<file path="config.mk">
export PLATFORM = sky130hd
export DESIGN_NAME = core_ctrl_fsm
export DESIGN_NICKNAME = d
export VERILOG_FILES = /design/src/rtl/core_ctrl_fsm.sv
export SDC_FILE = /design/constraint.sdc
export NUM_CORES = 1
export LEC_CHECK = 0
export ABC_AREA = 1
export CAP_MARGIN = 10
export CELL_PAD_IN_SITES_DETAIL_PLACEMENT = 1
export CELL_PAD_IN_SITES_GLOBAL_PLACEMENT = 2
export CORE_MARGIN = 3
export CORE_UTILIZATION = 24
export DETAILED_ROUTE_END_ITERATION = 7
export PLACE_DENSITY_LB_ADDON = 0.1
export SYNTH_ARGS = -nofsm -noshare
export SYNTH_HDL_FRONTEND = slang
export SYNTH_SLANG_ARGS = --single-unit
</file>
<file path="constraint.sdc">
create_clock -name clk -period 1.5 [get_ports clk]
set_input_delay 0.45 -clock clk [delete_from_list [all_inputs] [get_ports clk]]
set_output_delay 0.45 -clock clk [all_outputs]
set_load 0.01 [all_outputs]
</file>
<file path="src/rtl/core_ctrl_fsm.sv">
// Multi-cycle control sequencer for the RV32I core: fetch, decode, execute,
// memory and writeback stepping, with retirement counting and trap detection.
module core_ctrl_fsm #(
  parameter int unsigned TIMEOUT_CYCLES = 0,
  parameter int unsigned CNT_WIDTH      = 32
) (
  input  logic                 clk,
  input  logic                 rst_n,
  output logic                 instr_req_o,
  input  logic                 instr_gnt_i,
  input  logic                 instr_rvalid_i,
  output logic                 ir_we_o,
  input  logic                 instr_invalid_i,
  input  logic [1:0]           ctrl_transfer_instr_i,
  input  logic                 rd_used_i,
  input  logic                 data_req_i,
  input  logic                 data_we_i,
  input  logic                 branch_taken_i,
  output logic                 data_req_o,
  output logic                 data_we_o,
  input  logic                 data_gnt_i,
  input  logic                 data_rvalid_i,
  output logic                 rf_we_o,
  output logic                 pc_we_o,
  output logic [1:0]           pc_mux_sel_o,
  output logic                 illegal_instr_o,
  output logic                 bus_err_o,
  output logic [CNT_WIDTH-1:0] instret_o,
  output logic [2:0]           state_o
);

  typedef enum logic [2:0] {
    IDLE       = 3'd0,
    FETCH      = 3'd1,
    WAIT_INSTR = 3'd2,
    DECODE     = 3'd3,
    EXECUTE    = 3'd4,
    MEM        = 3'd5,
    MEM_WAIT   = 3'd6,
    TRAP       = 3'd7
  } state_t;

  localparam bit          TMO_EN   = (TIMEOUT_CYCLES != 0);
  localparam logic [31:0] TMO_LAST = 32'(TIMEOUT_CYCLES) - 32'd1;

  state_t      state;
  state_t      state_nxt;
  logic [31:0] tmo_cnt;
  logic        waiting;
  logic        handshake;
  logic        set_ill;
  logic        set_berr;

  always_comb begin
    state_nxt    = state;
    instr_req_o  = 1'b0;
    ir_we_o      = 1'b0;
    data_req_o   = 1'b0;
    data_we_o    = 1'b0;
    rf_we_o      = 1'b0;
    pc_we_o      = 1'b0;
    pc_mux_sel_o = 2'b00;
    waiting      = 1'b0;
    handshake    = 1'b0;
    set_ill      = 1'b0;
    set_berr     = 1'b0;
    case (state)
      IDLE: state_nxt = FETCH;
      FETCH: begin
        instr_req_o = 1'b1;
        waiting     = 1'b1;
        handshake   = instr_gnt_i;
        if (instr_gnt_i) begin
          if (instr_rvalid_i) begin
            ir_we_o   = 1'b1;
            state_nxt = DECODE;
          end else begin
            state_nxt = WAIT_INSTR;
          end
        end
      end
      WAIT_INSTR: begin
        waiting   = 1'b1;
        handshake = instr_rvalid_i;
        if (instr_rvalid_i) begin
          ir_we_o   = 1'b1;
          state_nxt = DECODE;
        end
      end
      DECODE: begin
        if (instr_invalid_i) begin
          set_ill   = 1'b1;
          state_nxt = TRAP;
        end else begin
          state_nxt = EXECUTE;
        end
      end
      EXECUTE: begin
        if (ctrl_transfer_instr_i == 2'b01) begin
          pc_mux_sel_o = 2'b01;
        end else if (ctrl_transfer_instr_i == 2'b10 && branch_taken_i) begin
          pc_mux_sel_o = 2'b10;
        end
        if (data_req_i) begin
          state_nxt = MEM;
        end else begin
          pc_we_o   = 1'b1;
          rf_we_o   = rd_used_i;
          state_nxt = FETCH;
        end
      end
      MEM: begin
        data_req_o = 1'b1;
        data_we_o  = data_we_i;
        waiting    = 1'b1;
        handshake  = data_gnt_i;
        if (data_gnt_i) begin
          if (data_we_i) begin
            pc_we_o   = 1'b1;
            state_nxt = FETCH;
          end else if (data_rvalid_i) begin
            // Load data already back with the grant: complete writeback now.
            rf_we_o   = 1'b1;
            pc_we_o   = 1'b1;
            state_nxt = FETCH;
          end else begin
            state_nxt = MEM_WAIT;
          end
        end
      end
      MEM_WAIT: begin
        waiting   = 1'b1;
        handshake = data_rvalid_i;
        if (data_rvalid_i) begin
          rf_we_o   = 1'b1;
          pc_we_o   = 1'b1;
          state_nxt = FETCH;
        end
      end
      TRAP: state_nxt = TRAP;
      default: state_nxt = IDLE;
    endcase
    // A handshake in the expiry cycle takes priority over the timeout.
    if (TMO_EN && waiting && !handshake && tmo_cnt == TMO_LAST) begin
      set_berr  = 1'b1;
      state_nxt = TRAP;
    end
  end

  always_ff @(posedge clk or negedge rst_n) begin
    if (!rst_n) begin
      state           <= IDLE;
      tmo_cnt         <= 32'd0;
      instret_o       <= '0;
      illegal_instr_o <= 1'b0;
      bus_err_o       <= 1'b0;
    end else begin
      state <= state_nxt;
      if (state_nxt != state) begin
        tmo_cnt <= 32'd0;
      end else if (TMO_EN && waiting && !handshake) begin
        tmo_cnt <= tmo_cnt + 32'd1;
      end
      if (pc_we_o) begin
        instret_o <= instret_o + CNT_WIDTH'(1);
      end
      if (set_ill) begin
        illegal_instr_o <= 1'b1;
      end
      if (set_berr) begin
        bus_err_o <= 1'b1;
      end
    end
  end

  assign state_o = state;

endmodule

</file>
==> results of run 1 <==
-- worst max-delay path by stage --
stage	start	to	cells past startpoint	slack [ns]
4_1_cts	state_o[1]	pc_we_o	6	-0.38
6_report	state_o[1]	pc_we_o	6	-0.40
3_3_place_gp	data_rvalid_i	pc_we_o	5	-0.81
3_5_place_dp	data_gnt_i	pc_we_o	6	-0.84
5_1_grt	state_o[1]	pc_we_o	6	-0.47
2_1_floorplan	state_o[1]	ir_we_o	4	-0.05
-- synthesized netlist by cell type (all sizes together) --
| cell type | n | area (sq um) |
|---|---|---|
| nand4 | 14 | 102.6 |
| a21oi | 1 | 5.000 |
| nand2 | 116 | 447.9 |
| nand3 | 24 | 142.6 |
| inv | 40 | 150.1 |
| nand3b | 11 | 82.58 |
| o21ai | 5 | 25.02 |
| dfrtp | 36 | 900.9 |
| nor4 | 2 | 12.51 |
| ha | 1 | 12.51 |
| and3 | 1 | 6.260 |
| xor2 | 4 | 35.03 |
| o211ai | 1 | 7.510 |
| o21bai | 1 | 7.510 |
| nor3 | 2 | 15.01 |
| nor2 | 47 | 227.7 |
| o221ai | 1 | 8.760 |
| o22ai | 2 | 12.51 |
| buf | 6 | 56.30 |
| conb | 1 | 3.750 |
| nor2b | 1 | 6.260 |
| xnor2 | 7 | 61.31 |
-- state kept, by name, summed over array words and instances, names as in the netlist --
name,flops
instret_o,32
illegal_instr_o,1
state_o,3
-- worst register-to-register path: stages (launching register included) --
cell	delay, ns
dfrtp_2	0.45
buf_6	0.14
nor2_4	0.14
buf_6	0.12
nand3_4	0.08
buf_6	0.14
nand2_8	0.06
nor2_8	0.05
nor2_4	0.17
buf_12	0.16
nand2_2	0.05
nand2_1	0.07
nand2_1	0.05
-- cells by family (layout without fill, tap and decap cells) --
group / after synthesis / in the layout
buffers and inverters: 46 / 215
DFF: 36 / 36
adders and majority gates: 1 / 1
AOI/OAI and AO/OA: 11 / 11
xor gates and xnor gates: 11 / 11
other: 1 / 1
and+or+nand+nor: 218 / 218
-- power by group through the flow --
stage / sequential (mW) / combinational (mW) / clock [mW]
after global placement: 1.25 / 1.58 / 0
after floorplan: 1.23 / 0.756 / 0
after CTS: 1.18 / 2.19 / 0.735
after global routing: 1.20 / 2.94 / 0.769
after detailed placement: 1.25 / 1.60 / 0
final: 1.19 / 2.72 / 0.707
-- per-stage QoR --
| stage | hold WS, ns | instance area [sq um] | utilization, % | cells |
|---|---|---|---|---|
| global route | 0.1352 | 4279 | 45.88 | 622 |
| detailed placement | 0.4390 | 3482 | 37.33 | 561 |
| global placement | 0.4385 | 3482 | 37.33 | 561 |
| CTS | 0.1203 | 3981 | 42.68 | 608 |
| finish | 0.1089 | 4279 | 45.88 | 622 |
| floorplan | 0.1544 | 2369 | - | 324 |
-- what timing repair did --
action | in CTS | in global routing
pin swaps | 20 | 28
gates cloned | 1 | 3
resized for setup | 143 | 53
endpoints found under the setup margin | 79 | 49
buffers inserted | 44 | 18
-- routing by layer --
metal | share of wire (%) | up-vias | GRT usage [%] | routed length [um]
met1 | 44 | 1328 | 20.15 | 4083
met3 | 2.3 | 3 | 2.421 | 208
met2 | 53 | 33 | 30.49 | 4876
li1 | - | 1357 | - | -
met4 | 0.37 | 0 | 3.324 | 34
met5 | 0 | - | 0 | 0
-- layout make-up --
class	count	area (sq um)	share of cell area [%]
clock buffer	7	76.32	1.784
multi-input combinational	242	1478	34.53
timing repair buffer	167	1494	34.91
sequential	36	909.6	21.26
tap	129	161.4	3.772
clock inverter	1	5.005	0.1170
inverter	40	155.1	3.626
==> results.rst, run 1 <==
.. list-table::
   :header-rows: 1

   * - Metric
     - Value
   * - Status
     - complete, but fails checks
   * - Violations in the final reports
     - negative setup slack
   * - Setup TNS
     - -9.362 ns
   * - Delay of the slowest cell on the worst path
     - about 0.45 ns
   * - Most frequent cells in the layout
     - nand2_1 (95), buf_4 (77), inv_1 (37), buf_6 (32), dlygate4sd2_1 (32)
   * - Main combinational cell family by area after synthesis
     - simple AND/OR/NAND/NOR gates
   * - Total routing resource utilization after global routing
     - between 10% and 20%
   * - Library cells used by synthesis
     - 34
   * - Total buffers and inverters traversed by the critical path
     - 3
   * - Post-route clock period utilization
     - 126.7%
   * - Most Frequent Cell on Critical Path
     - buf_6
   * - Total number of vias
     - about 2.7k
   * - Setup violations, final
     - between 40 and 50
   * - Count of fill cells added during filler insertion
     - around 1.1k
   * - Number of ports placed on the die boundary
     - 58
   * - Post-synthesis share of cell area spent on xor and xnor gates
     - 4.135%
   * - Count of input and output buffers
     - between 50 and 60
   * - Gate count of the mapped netlist
     - around 320
   * - Source of the worst register-to-register timing path
     - state_o[1]
   * - Number of H-tree branching levels
     - 2
   * - Setup WS post-layout
     - -0.4011 ns
   * - Switching share of total power
     - between 30% and 40%
   * - Global-route wire length before repair
     - 14680 um
   * - Aggregate routed wire length
     - 9202 um
   * - TritonCTS buffer count
     - 5
   * - Critical path fanouts, max
     - 4
   * - Minimum setup slack among reg-to-reg paths
     - -0.28 ns
   * - Count of nets after finishing
     - between 500 and 600
   * - Setup Skew
     - between 0.009 and 0.01 ns
   * - Endpoint type of the worst setup path
     - primary output
   * - Setup repair after global routing missed its margin
     - true
   * - Part of the power in combinational logic
     - between 50% and 60%
   * - DR pass1 iterations
     - 4
   * - Effective utilization at floorplan
     - roughly 25%
   * - Antenna violations before repair
     - 0
   * - Sequential Power Share
     - roughly 26%
   * - Routability Congestion
     - 0.7643
   * - Yosys synthesis warning count
     - 0
   * - Crit path time final
     - between 1.5 and 2 ns
   * - Average routed wire per standard cell
     - ~15 um
   * - Flip-flop and latch count after synthesis
     - 36
   * - Via count of the first global-routing pass
     - 2948
   * - Area share of fa/ha/maj cells after synthesis
     - less than 1%
   * - Worst VDD drop
     - just over 800 uV
   * - Power Total
     - roughly 4.6 mW
   * - Crit path arrival time
     - ~1.5 ns
   * - Crit path kind
     - flip-flop to primary output
   * - Simple-gate share of the synthesized area
     - 44.79%
   * - Violation count after the first detailed-route iteration
     - 56
   * - Cell family with the largest share of critical-path delay
     - flip-flops
   * - Clock share of power
     - 15.3%
   * - Die Ht
     - about 100 um
   * - Fraction of final layout cells with drive strength greater than 1
     - roughly two fifths
   * - Clock sinks
     - 36
   * - Global route overflow
     - 0
   * - CTS Hold Bufs
     - 0
   * - Area added between synthesis and finish
     - 83.67%
   * - Cell internal power dissipation
     - between 2 and 3 mW
   * - Root Buffer Master
     - clkbuf_8
   * - Highest attainable clock frequency
     - 526.0 MHz
   * - Hold Violations, Final
     - 0
   * - Standby leakage power
     - 2.193 nW
   * - TritonCTS clock tree
     - built
   * - FF-to-FF path depth
     - 12
   * - HPWL Detailed
     - roughly 6300 um
   * - Compound-Gate Fraction of Synth Area
     - under 10%
   * - Endpoint of the worst register-to-register path
     - instret_o[30]
   * - Antenna Cells
     - 0
   * - DRC violations left
     - 0
   * - Worst skew pair latency
     - ~0.29 ns
   * - Total power density per cell area
     - approximately 1100 nW/um^2
   * - Category of the worst setup path launch point
     - flip-flop
   * - Synth Net Count
     - roughly 340
   * - Switching power summed over all nets
     - ~1.7 mW
   * - Number of rows created at floorplan
     - 35
   * - Setup slack after placement
     - -0.8399 ns
   * - Die footprint
     - about 11000 sq um
   * - Maximum number of pins on one net before global-route repair
     - 37
   * - CP required
     - roughly 1.1 ns
   * - Routed vias/inst
     - about 4.4
   * - Width of the chip
     - 104.5 um
   * - Critical path cell sequence
     - buf_6 > nor2_4 > buf_6 > nand3_4 > nand3_4 > buf_6
   * - Slowest CP cell
     - dfrtp_2
   * - Mux contribution to synthesized area
     - 0%
   * - Synthesized cell area
     - between 2000 and 2500 sq um
   * - Avg Inst Size Synth
     - approximately 7 sq um
   * - DRT antenna net count
     - 0
   * - Most common library cell in the layout ignoring fill and taps
     - nand2_1
   * - Kind of path behind the tightest hold check
     - input port to asynchronous set/reset pin
   * - Max-cap violation count
     - 0
   * - CTS max path bufs
     - 2
   * - Number of slew-limit violations in the final report
     - 0
   * - Clock-pin transition on the worst setup and hold timing paths
     - approximately 0.08 ns
   * - Core box area
     - approximately 9300 sq um
   * - Part of the Yosys area used for sequential elements
     - about two fifths
(Power assumes the default switching activity.)
==> run 2, diff against run 1 <==
--- a/config.mk
+++ b/config.mk
@@ -10,7 +10,8 @@
 export CELL_PAD_IN_SITES_DETAIL_PLACEMENT = 1
 export CELL_PAD_IN_SITES_GLOBAL_PLACEMENT = 2
 export CORE_MARGIN = 3
-export CORE_UTILIZATION = 24
+export CORE_UTILIZATION = 27
+export CTS_CLUSTER_SIZE = 12
 export DETAILED_ROUTE_END_ITERATION = 7
 export PLACE_DENSITY_LB_ADDON = 0.1
 export SYNTH_ARGS = -nofsm -noshare
==> constraint.sdc (replaced) <==
create_clock -name clk -period 1.77 [get_ports clk]
set_input_delay 0.531 -clock clk [delete_from_list [all_inputs] [get_ports clk]]
set_output_delay 0.531 -clock clk [all_outputs]
set_load 0.01 [all_outputs]
==> results.rst, run 2 (same netlist as run 1, synthesis figures left out) <==
.. list-table::
   :header-rows: 1

   * - Metric
     - Value
   * - Global route overflow
     - 0 (unchanged)
   * - Minimum setup slack among reg-to-reg paths
     - 0.08 ns (+0.36 ns)
   * - Count of fill cells added during filler insertion
     - 1049 (-8.7%)
   * - Hold Violations, Final
     - 0 (unchanged)
   * - Routability Congestion
     - 0.7726 (+1.1%)
   * - Total power density per cell area
     - 936.2 nW/um^2 (-13%)
   * - Cell internal power dissipation
     - 2.267 mW (-21%)
   * - Global-route wire length before repair
     - 13690 um (-6.8%)
   * - Routed vias/inst
     - 4.574 (+4.6%)
   * - Flip-flop count of the largest register after layout
     - 32 (unchanged)
   * - Violation count after the first detailed-route iteration
     - 61 (+8.9%)
   * - Critical path fanouts, max
     - 3 (-1)
   * - Setup repair after global routing missed its margin
     - true
   * - Smallest hold slack
     - 0.1743 ns (+0.06532 ns)
   * - DR pass1 iterations
     - 4 (unchanged)
   * - Core box area
     - 8299 sq um (-11%)
   * - Clock-pin transition on the worst setup and hold timing paths
     - 0.08 ns (about the same)
   * - DRT antenna net count
     - 0 (unchanged)
   * - Antenna violations before repair
     - 0 (unchanged)
   * - Antenna Cells
     - 0 (unchanged)
   * - Area of the multi-input gates
     - 1305 sq um (-12%)
   * - Number of slew-limit violations in the final report
     - 0 (unchanged)
   * - Setup violations, final
     - 8 (-82%)
   * - Most common library cell in the layout ignoring fill and taps
     - nand2_1
   * - Worst VDD drop
     - 738.9 uV (-9.1%)
   * - CTS Hold Bufs
     - 0 (unchanged)
   * - Total number of vias
     - 2557 (-6.0%)
   * - Via count of the first global-routing pass
     - 2759 (-6.4%)
   * - Register name with the most flops
     - instret_o
   * - Sequential Power Share
     - 28.6% (+2.9 points)
   * - Switching power summed over all nets
     - 1.273 mW (-26%)
   * - Category of the worst setup path launch point
     - flip-flop
   * - Standby leakage power
     - 1.935 nW (-12%)
   * - Area added between synthesis and finish
     - 62.30%
   * - Clock sinks
     - 36 (unchanged)
   * - Max-cap violation count
     - 0 (unchanged)
   * - Endpoint of the worst register-to-register path
     - instret_o[18]
   * - Aggregate routed wire length
     - 8111 um (-12%)
   * - Crit path time final
     - around 1.9 ns
   * - Post-route clock period utilization
     - 109.5%
   * - Highest attainable clock frequency
     - between 500 and 600 MHz
   * - Endpoint type of the worst setup path
     - primary output
   * - Setup Skew
     - 0.008963 ns (-0.0002363 ns)
   * - Total routing resource utilization after global routing
     - 17.45% (+0.98 points)
   * - Setup TNS
     - -0.9696 ns (+8.393 ns)
   * - Number of ports placed on the die boundary
     - 58 (unchanged)
   * - Number of H-tree branching levels
     - 2 (unchanged)
   * - Setup WS post-layout
     - -0.1690 ns (+0.2321 ns)
   * - Power Total
     - 3.540 mW (-23%)
   * - Critical path cell sequence
     - buf_6 > nor3_4 > buf_4 > clkdlybuf4s15_2
   * - Area taken by flip-flops and latches
     - 914.6 sq um (+0.55%)
   * - Count of nets after finishing
     - 467 (-7.7%)
   * - Switching share of total power
     - 35.97% (-1.4 points)
   * - Width of the chip
     - 98.89 um (-5.4%)
   * - Part of the power in combinational logic
     - 50.3% (-8.6 points)
   * - Status
     - complete, but fails checks
   * - Delay of the slowest cell on the worst path
     - 0.43 ns (-0.02 ns)
   * - Worst skew pair latency
     - 0.30 ns (about the same)
   * - Kind of path behind the tightest hold check
     - input port to asynchronous set/reset pin
   * - DRC violations left
     - 0 (unchanged)
   * - TritonCTS buffer count
     - 5 (unchanged)
   * - Most frequent cells in the layout
     - nand2_1 (110), buf_4 (58), nor2_1 (34), inv_1 (34), dfrtp_1 (25)
   * - Count of input and output buffers
     - 56 (unchanged)
   * - Slowest CP cell
     - dfrtp_1
   * - Fraction of final layout cells with drive strength greater than 1
     - 30.18% (-10 points)
   * - Crit path arrival time
     - 1.41 ns (-0.04 ns)
   * - CP required
     - 1.24 ns (+0.19 ns)
   * - Die footprint
     - 9779 sq um (-10%)
   * - TritonCTS clock tree
     - built
   * - Root Buffer Master
     - clkbuf_8
   * - FF-to-FF path depth
     - 11 (-1)
   * - Clock share of power
     - 21.2% (+5.9 points)
   * - HPWL Detailed
     - 6185 um (-1.9%)
   * - Violations in the final reports
     - negative setup slack
   * - Average routed wire per standard cell
     - 14.51 um (-1.9%)
   * - CTS max path bufs
     - 2 (unchanged)
   * - Maximum number of pins on one net before global-route repair
     - 25 (-32%)
   * - Source of the worst register-to-register timing path
     - state_o[1]
   * - Die Ht
     - 98.89 um (-5.4%)
   * - Effective utilization at floorplan
     - 28.07% (+3.1 points)
   * - Setup slack after placement
     - -0.7540 ns (+0.08593 ns)
   * - Number of rows created at floorplan
     - 33 (-5.7%)
   * - Crit path kind
     - flip-flop to primary output
[run 2: changes by cell type in the layout (fill, tap and decap cells not counted), moves of 11 or more]
| cell | delta |
|---|---|
| buf_4 | -19 |
| dlygate4sd2_1 | -14 |
| nand2_1 | +15 |
| dlymetal6s2s_1 | +11 |
| buf_6 | -18 |
[run 2: timing repair]
action                                  in CTS  in global routing
gates resized for setup                     93                 29
pin swaps                                    9                  4
hold endpoints to repair                     0                  0
endpoints found under the setup margin      50                 41
setup buffers                               29                  3
[run 2: cell type report]
cell class	instances	share of cell area [%]
Clock buffer	5	1.820
Multi-Input combinational cell	242	34.51
Clock inverter	3	1.125
Tap cell	105	3.475
Inverter	40	4.169
Timing Repair Buffer	128	30.71
Sequential cell	36	24.19
[run 2: critical path: cells and delay by family (launching register included)]
kind	cells	cell delay [ns]
buffers and inverters	3	0.51
flip-flops	1	0.43
AND/OR/NAND/NOR	1	0.18
[run 2: how the worst max path moves through the flow]
| stage | slack [ns] | end | startpoint | depth (start not counted) |
|---|---|---|---|---|
| after floorplan | 0.05 | pc_mux_sel_o[1] | state_o[1] | 4 |
| after global placement | -0.71 | pc_we_o | data_gnt_i | 6 |
| after detailed placement | -0.75 | rf_we_o | data_rvalid_i | 5 |
| after CTS | -0.17 | rf_we_o | state_o[2] | 5 |
| after global routing | -0.26 | rf_we_o | state_o[0] | 4 |
| final | -0.17 | instr_req_o | state_o[1] | 4 |
[run 2: routing by layer]
layer  vias to the layer above  global-route usage [%]  wire length [um]
li1                       1281                       -                 -
met1                      1231                   23.09              3815
met2                        40                   30.01              3971
met3                         5                   3.185               264
met4                         0                   3.151                60
met5                         -                       0                 0
[run 2: power by group through the flow]
| stage | Combinational, mW | Sequential, mW | Clock (mW) |
|---|---|---|---|
| 6_report | 1.78 | 1.01 | 0.749 |
| 3_5_place_dp | 1.39 | 1.03 | 0 |
| 3_3_place_gp | 1.37 | 1.02 | 0 |
| 2_1_floorplan | 0.609 | 1.04 | 0 |
| 5_1_grt | 1.94 | 1.03 | 0.806 |
| 4_1_cts | 1.68 | 1.00 | 0.778 |
[run 2: stage by stage]
stage | instance area (sq um) | std cells | util (%)
final | 3781 | 559 | 45.56
after global routing | 3781 | 559 | 45.56
after CTS | 3677 | 556 | 44.31
after detailed placement | 3292 | 519 | 39.67
after global placement | 3292 | 519 | 39.67
after floorplan | 2336 | 324 | -
==> run 3, diff against run 2 <==
--- a/config.mk
+++ b/config.mk
@@ -6,7 +6,6 @@
 export NUM_CORES = 1
 export LEC_CHECK = 0
 export ABC_AREA = 1
-export CAP_MARGIN = 10
 export CELL_PAD_IN_SITES_DETAIL_PLACEMENT = 1
 export CELL_PAD_IN_SITES_GLOBAL_PLACEMENT = 2
 export CORE_MARGIN = 3
==> results of run 3 <==
The final DEF is identical to that of run 2; final timing and power are the same.
